==> config.mk <==
export PLATFORM = sky130hd
export DESIGN_NAME = montgomery_exp_arbiter
export DESIGN_NICKNAME = d
export VERILOG_FILES = /design/src/rtl/rsa_pkg.sv /design/src/rtl/rr_arbiter.sv /design/src/rtl/montgomery_exp_arbiter.sv
export SDC_FILE = /design/constraint.sdc
export NUM_CORES = 1
export LEC_CHECK = 0
export BUFFER_PORTS_ARGS = -buffer_cell sky130_fd_sc_hd__buf_2
export CORE_AREA = 4 4 153 155
export CTS_BUF_LIST = sky130_fd_sc_hd__clkbuf_4
export CTS_CLUSTER_DIAMETER = 60
export DETAILED_ROUTE_END_ITERATION = 6
export DIE_AREA = 0 0 157 159
export PLACE_DENSITY = 0.69
export SLEW_MARGIN = 10
export SYNTH_ARGS = -nofsm -noshare
export SYNTH_HDL_FRONTEND = slang
export SYNTH_SLANG_ARGS = --single-unit
export TNS_END_PERCENT = 10
==> constraint.sdc <==
create_clock -name clk -period 6.24 [get_ports clk]
set_clock_uncertainty 0.1 [all_clocks]
set_input_delay 0.936 -clock clk [delete_from_list [all_inputs] [get_ports clk]]
set_output_delay 0.936 -clock clk [all_outputs]
set_load 0.01 [all_outputs]
==> src/rtl/rsa_pkg.sv <==
// Shared state encoding, widths and helpers for the RSA exponentiation arbiter.
package rsa_pkg;

    localparam int DEF_WORD_WIDTH = 32;
    localparam int ENG_T_WIDTH    = 5;

    typedef logic [2:0] arb_state_t;

    localparam arb_state_t IDLE    = 3'd0;
    localparam arb_state_t ENG_RST = 3'd1;
    localparam arb_state_t START   = 3'd2;
    localparam arb_state_t WAIT    = 3'd3;
    localparam arb_state_t RESP    = 3'd4;

    // Engine exponent-length field saturates at 31 for wide operands.
    function automatic logic [ENG_T_WIDTH-1:0] clamp_t(input int idx);
        return (idx > 31) ? 5'd31 : ENG_T_WIDTH'(idx);
    endfunction

endpackage

==> src/rtl/rr_arbiter.sv <==
// Round-robin pick: searches req starting one past ptr, returns one-hot grant and its index.
module rr_arbiter #(
    parameter int NREQ = 2,
    parameter int IDXW = (NREQ > 1) ? $clog2(NREQ) : 1
) (
    input  logic [NREQ-1:0] req,
    input  logic [IDXW-1:0] ptr,
    output logic [NREQ-1:0] gnt,
    output logic [IDXW-1:0] gnt_idx
);

    logic found;

    always_comb begin
        gnt     = '0;
        gnt_idx = '0;
        found   = 1'b0;
        for (int k = 1; k <= NREQ; k++) begin
            for (int i = 0; i < NREQ; i++) begin
                if (!found && req[i] && (((int'(ptr) + k) % NREQ) == i)) begin
                    gnt[i]  = 1'b1;
                    gnt_idx = IDXW'(i);
                    found   = 1'b1;
                end
            end
        end
    end

endmodule

==> src/rtl/montgomery_exp_arbiter.sv <==
// Shares one montgomery_exp engine among NREQ requesters: round-robin accept,
// engine sequencing (reset, enable, wait done / timeout) and a valid/ready response.
//
// state   | meaning
// IDLE    | offering req_ready to the round-robin pick
// ENG_RST | one-cycle engine reset pulse
// START   | one-cycle engine enable pulse, timer cleared
// WAIT    | waiting for eng_done or timeout
// RESP    | result held on resp_* until the granted requester takes it
module montgomery_exp_arbiter
    import rsa_pkg::*;
#(
    parameter int WORD_WIDTH     = DEF_WORD_WIDTH,
    parameter int NREQ           = 2,
    parameter int TIMEOUT_CYCLES = 4096
) (
    input  logic                       clk,
    input  logic                       reset,
    input  logic [NREQ-1:0]            req_valid,
    output logic [NREQ-1:0]            req_ready,
    input  logic [NREQ*WORD_WIDTH-1:0] req_x,
    input  logic [NREQ*WORD_WIDTH-1:0] req_e,
    input  logic [NREQ*WORD_WIDTH-1:0] req_m,
    output logic [NREQ-1:0]            resp_valid,
    input  logic [NREQ-1:0]            resp_ready,
    output logic [WORD_WIDTH-1:0]      resp_result,
    output logic                       resp_err,
    output logic                       busy,
    output logic                       eng_reset,
    output logic                       eng_enable,
    output logic [WORD_WIDTH-1:0]      eng_x,
    output logic [WORD_WIDTH-1:0]      eng_e,
    output logic [WORD_WIDTH-1:0]      eng_m,
    output logic [ENG_T_WIDTH-1:0]     eng_t,
    output logic [WORD_WIDTH:0]        eng_R,
    input  logic                       eng_done,
    input  logic [WORD_WIDTH-1:0]      eng_result
);

    localparam int IDXW = (NREQ > 1) ? $clog2(NREQ) : 1;
    localparam int TW   = (TIMEOUT_CYCLES > 1) ? $clog2(TIMEOUT_CYCLES) : 1;
    localparam logic [TW-1:0] TMAX = TW'(TIMEOUT_CYCLES - 1);

    arb_state_t            state_q, state_d;
    logic [IDXW-1:0]       rr_ptr_q, rr_ptr_d;
    logic [IDXW-1:0]       gnt_q, gnt_d;
    logic [WORD_WIDTH-1:0] x_q, x_d, e_q, e_d, m_q, m_d;
    logic [WORD_WIDTH-1:0] result_q, result_d;
    logic                  err_q, err_d;
    logic [TW-1:0]         timer_q, timer_d;

    logic [NREQ-1:0]       arb_gnt;
    logic [IDXW-1:0]       arb_idx;
    logic [WORD_WIDTH-1:0] sel_x, sel_e, sel_m;

    rr_arbiter #(.NREQ(NREQ), .IDXW(IDXW)) u_rr (
        .req     (req_valid),
        .ptr     (rr_ptr_q),
        .gnt     (arb_gnt),
        .gnt_idx (arb_idx)
    );

    always_comb begin
        sel_x = '0;
        sel_e = '0;
        sel_m = '0;
        for (int i = 0; i < NREQ; i++) begin
            if (arb_gnt[i]) begin
                sel_x = req_x[i*WORD_WIDTH +: WORD_WIDTH];
                sel_e = req_e[i*WORD_WIDTH +: WORD_WIDTH];
                sel_m = req_m[i*WORD_WIDTH +: WORD_WIDTH];
            end
        end
    end

    always_comb begin
        state_d  = state_q;
        rr_ptr_d = rr_ptr_q;
        gnt_d    = gnt_q;
        x_d      = x_q;
        e_d      = e_q;
        m_d      = m_q;
        result_d = result_q;
        err_d    = err_q;
        timer_d  = timer_q;
        case (state_q)
            IDLE: begin
                if (|(req_valid & arb_gnt)) begin
                    x_d      = sel_x;
                    e_d      = sel_e;
                    m_d      = sel_m;
                    gnt_d    = arb_idx;
                    rr_ptr_d = arb_idx;
                    // Even modulus and zero exponent are answered without the engine.
                    if (!sel_m[0]) begin
                        result_d = '0;
                        err_d    = 1'b1;
                        state_d  = RESP;
                    end else if (sel_e == '0) begin
                        result_d = (sel_m == WORD_WIDTH'(1)) ? '0 : WORD_WIDTH'(1);
                        err_d    = 1'b0;
                        state_d  = RESP;
                    end else begin
                        err_d    = 1'b0;
                        state_d  = ENG_RST;
                    end
                end
            end
            ENG_RST: state_d = START;
            START: begin
                timer_d = '0;
                state_d = WAIT;
            end
            WAIT: begin
                if (eng_done) begin
                    result_d = eng_result;
                    err_d    = 1'b0;
                    state_d  = RESP;
                end else if (timer_q == TMAX) begin
                    result_d = '0;
                    err_d    = 1'b1;
                    state_d  = RESP;
                end else begin
                    timer_d = timer_q + 1'b1;
                end
            end
            RESP: begin
                if (|(resp_ready & resp_valid)) state_d = IDLE;
            end
            default: state_d = IDLE;
        endcase
    end

    always_ff @(posedge clk or negedge reset) begin
        if (!reset) begin
            state_q  <= IDLE;
            rr_ptr_q <= IDXW'(NREQ - 1);
            gnt_q    <= '0;
            x_q      <= '0;
            e_q      <= '0;
            m_q      <= '0;
            result_q <= '0;
            err_q    <= 1'b0;
            timer_q  <= '0;
        end else begin
            state_q  <= state_d;
            rr_ptr_q <= rr_ptr_d;
            gnt_q    <= gnt_d;
            x_q      <= x_d;
            e_q      <= e_d;
            m_q      <= m_d;
            result_q <= result_d;
            err_q    <= err_d;
            timer_q  <= timer_d;
        end
    end

    always_comb begin
        eng_t = '0;
        for (int i = 0; i < WORD_WIDTH; i++) begin
            if (e_q[i]) eng_t = clamp_t(i);
        end
    end

    assign req_ready   = (state_q == IDLE) ? arb_gnt : '0;
    assign resp_valid  = (state_q == RESP) ? (NREQ'(1) << gnt_q) : '0;
    assign resp_result = result_q;
    assign resp_err    = err_q;
    assign busy        = (state_q != IDLE);
    assign eng_reset   = (state_q == ENG_RST);
    assign eng_enable  = (state_q == START);
    assign eng_x       = x_q;
    assign eng_e       = e_q;
    assign eng_m       = m_q;
    assign eng_R       = {1'b1, {WORD_WIDTH{1'b0}}};

endmodule

==> impl_metrics.env <==
export IMPL_cts_sinks=146
export IMPL_vdd_ir_drop_worst_uv=208.4
export IMPL_clockPowerShare_pct=14.3
export IMPL_worst_path_max_fanout=6
export IMPL_place_gp_congestion=0.9360
export IMPL_hold_viol_final=0
export IMPL_area_delta_synth_final_pct=31.00
export IMPL_port_buffers=371
export IMPL_p_sw_share_pct=45.76
export IMPL_wl_met3_mm=1.545
export IMPL_finalMaxSlewViolations=0
export IMPL_ioPinCount=405
export IMPL_antenna_found_initial=2
export IMPL_synth_top_area_cell="dfrtp_1"
export IMPL_layout_cells_most_common_list="370 x buf_2, 145 x dfrtp_1, 109 x nand2_1"
export IMPL_synth_area_leaders="dfrtp_1 51%, a22oi_1 10%, o21ai_0 7.6%"
export IMPL_ff_latch_area_um2=3655
export IMPL_start_util_pct=32.40
export IMPL_path_buf_inv=1
export IMPL_power_frac_seq_pct=40.6
export IMPL_syn_mean_instance_area_um2=9.427
export IMPL_worst_slack_ns=2.580
export IMPL_p_comb_share_pct=45.1
export IMPL_top_layer_used="met4"
export IMPL_regToRegStartpoint="state_q[1]$_DFFE_PN0P_"
export IMPL_ant_nets=0
export IMPL_p_per_area_nw_per_um2=429.5
export IMPL_synthCells=750
export IMPL_drtIter0Drc=601
export IMPL_path_cells="or4_1 > nor4b_1 > o21ai_0 > buf_2"
export IMPL_clockBufferDepth=2
export IMPL_finalSetupViolCount=0
export IMPL_grt_max_degree=99
export IMPL_first_pass_iters=5
export IMPL_die_area_um2=24960
export IMPL_grt_pass1_vias=6937
export IMPL_nets=1324
export IMPL_r2r_end="resp_result[0]$_DFFE_PN0P_"
export IMPL_crit_family="simple AND/OR/NAND/NOR gates"
export IMPL_gr_total_overflow=0
export IMPL_postCtsSetupBuffers=0
export IMPL_vias=7136
export IMPL_synth_distinct_cells=43
export IMPL_wirelength_met1_mm=10.53
export IMPL_cts_made_buffers=17
export IMPL_vias_per_cell=5.145
export IMPL_yosysWarnings=0
export IMPL_crit_path_start_kind="flop"
export IMPL_dp_hpwl_mm=20.08
export IMPL_period_needed_ns=3.660
export IMPL_slowest_delay_ns=0.59
export IMPL_min_path_type="in -> async"
export IMPL_crit_type="reg -> out"
export IMPL_cts_root_buffer="clkbuf_4"
export IMPL_timing_reg2reg_setup_slack_ns=3.20
export IMPL_internal_power_uw=2158
export IMPL_cts_htree_levels=4
export IMPL_critPathRequiredTime_ns=5.20
export IMPL_rsz0062_at_grt="no"
export IMPL_path_clk_slew_ns=0.15
export IMPL_cpMaxStageDelayCell="nor4b_1"
export IMPL_layout_cells_most_common="buf_2"
export IMPL_fillers=2223
export IMPL_num_rows=54
export IMPL_arrival_ns=2.62
export IMPL_hold_buffers=0
export IMPL_drc=0
export IMPL_finalCritPeriodShare_pct=58.66
export IMPL_p_leak_uw=0.004639
export IMPL_cap_violations=0
export IMPL_grt_pass1_wl_mm=39.59
export IMPL_crit_path_end_kind="primary output"
export IMPL_die_y_um=159
export IMPL_dp_cells=1353
export IMPL_drive_gt1_share_pct=37.47
export IMPL_cts_resized=0
export IMPL_setup_tns_ns=0
export IMPL_drt_wirelength_per_cell_um=18.76
export IMPL_insertion_delay_ns=0.53
export IMPL_ys_seq_area_share_pct=51.69
export IMPL_reg2reg_depth=6
export IMPL_cts_tree="built"
export IMPL_routed_wl_mm=26.02
export IMPL_slew_headroom_pct=17.72
export IMPL_core_area_um2=21820
export IMPL_grt_usage_pct=20.19
export IMPL_dr_wl_met2_mm=13.34
export IMPL_worst_pin_slew_ns=1.234
export IMPL_synth_seq_cells=146
export IMPL_synth_top_area_share_pct=51.32
export IMPL_netlist_area_um2=7071
export IMPL_fin_cells=1387
export IMPL_max_freq_mhz=273.2
export IMPL_multi_input_area_um2=3027
export IMPL_post_place_ws_ns=2.392
export IMPL_p_switching_uw=1821
export IMPL_die_w_um=157
export IMPL_status="completed"
cells by family (layout without fill, tap and decap cells):
group,Yosys count,after routing,synth area share (%)
AOI/OAI and AO/OA,266,266,24.70
and+or+nand+nor,225,225,14.63
DFF,146,146,51.69
buffers and inverters,101,425,7.538
xor gates and xnor gates,8,8,0.9910
other,2,35,0.1062
adders and majority gates,1,1,0.1769
muxes,1,1,0.1593
area by class of cell:
cell class,instances,share of cell area (%)
Timing Repair Buffer,377,20.60
Tap cell,280,3.782
Multi-Input combinational cell,534,32.68
Inverter,16,0.6484
Sequential cell,146,39.46
Clock buffer,18,1.459
Clock inverter,14,1.324
Antenna cell,2,0.05403
power groups by stage:
| stage | clock network, uW | registers (uW) | logic (uW) |
|---|---|---|---|
| floorplan | 0 | 1760 | 863 |
| global placement | 0 | 1620 | 1800 |
| detailed placement | 0 | 1620 | 1830 |
| CTS | 595 | 1610 | 1820 |
| global route | 635 | 1670 | 1990 |
| finish | 569 | 1620 | 1790 |
flip-flops by register name (all words and copies together), names as in the netlist:
name         cells
eng_e           32
eng_m           32
eng_x           32
resp_result     32
timer_q         12
state_q          3
gnt_q            1
resp_err         1
rr_ptr_q         1
cells in the mapped netlist (all sizes together):
library cell and number:
dfrtp 145, nand2 109, o21ai 108, a22oi 96, buf 43, clkbuf 42
nor4 39, nor2 33, a22o 31, inv 16, nand4 11, nor3 10
a21oi 9, nand3 8, xnor2 8, o31ai 4, or3 4, and2 3
nand2b 3, o22ai 3, a211oi 2, a21boi 2, conb 2, o211ai 2
o21bai 2, o311ai 2, a2111oi 1, a211o 1, a31oi 1, dfstp 1
ha 1, mux2 1, nand3b 1, nor2b 1, nor4b 1, o21a 1
o41a 1, or2 1, or4 1
per-stage QoR:
stage               utilization, %  hold slack (ns)  area (um^2)  total power [uW]
floorplan                        -           0.3831         7187              2622
global placement             41.24           0.3574         9000              3419
detailed placement           41.24           0.3646         9000              3450
CTS                          42.42           0.3242         9258              4028
global route                 42.44           0.3246         9263              4293
finish                       42.44           0.3241         9263              3978
routing by layer:
metal | track usage (%) | vias up
met2 | 34.29 | 296
met4 | 6.469 | 0
met5 | 0 | -
met1 | 25.58 | 3424
li1 | - | 3380
met3 | 4.295 | 36
worst register-to-register path, stage by stage (launching register included):
cell and delay [ns]:
dfrtp_1 0.42, nor2b_1 0.18, nand2_1 0.19, nand3_1 0.28
o22ai_1 0.39, or2_1 0.98, mux2_1 0.40
worst max-delay path by stage:
stage / start / endpoint / slack, ns / cells past startpoint
3_5_place_dp: req_valid[0] / resp_result[0]$_DFFE_PN0P_ / 2.39 / 7
4_1_cts: eng_e[24]$_DFFE_PN0P_ / eng_t[3] / 2.60 / 4
6_report: eng_e[24]$_DFFE_PN0P_ / eng_t[3] / 2.58 / 4
3_3_place_gp: req_valid[0] / resp_result[0]$_DFFE_PN0P_ / 2.41 / 7
2_1_floorplan: req_valid[0] / req_ready[0] / 3.37 / 4
5_1_grt: eng_e[24]$_DFFE_PN0P_ / eng_t[3] / 2.36 / 4
Power figures use the tool's default switching activity.
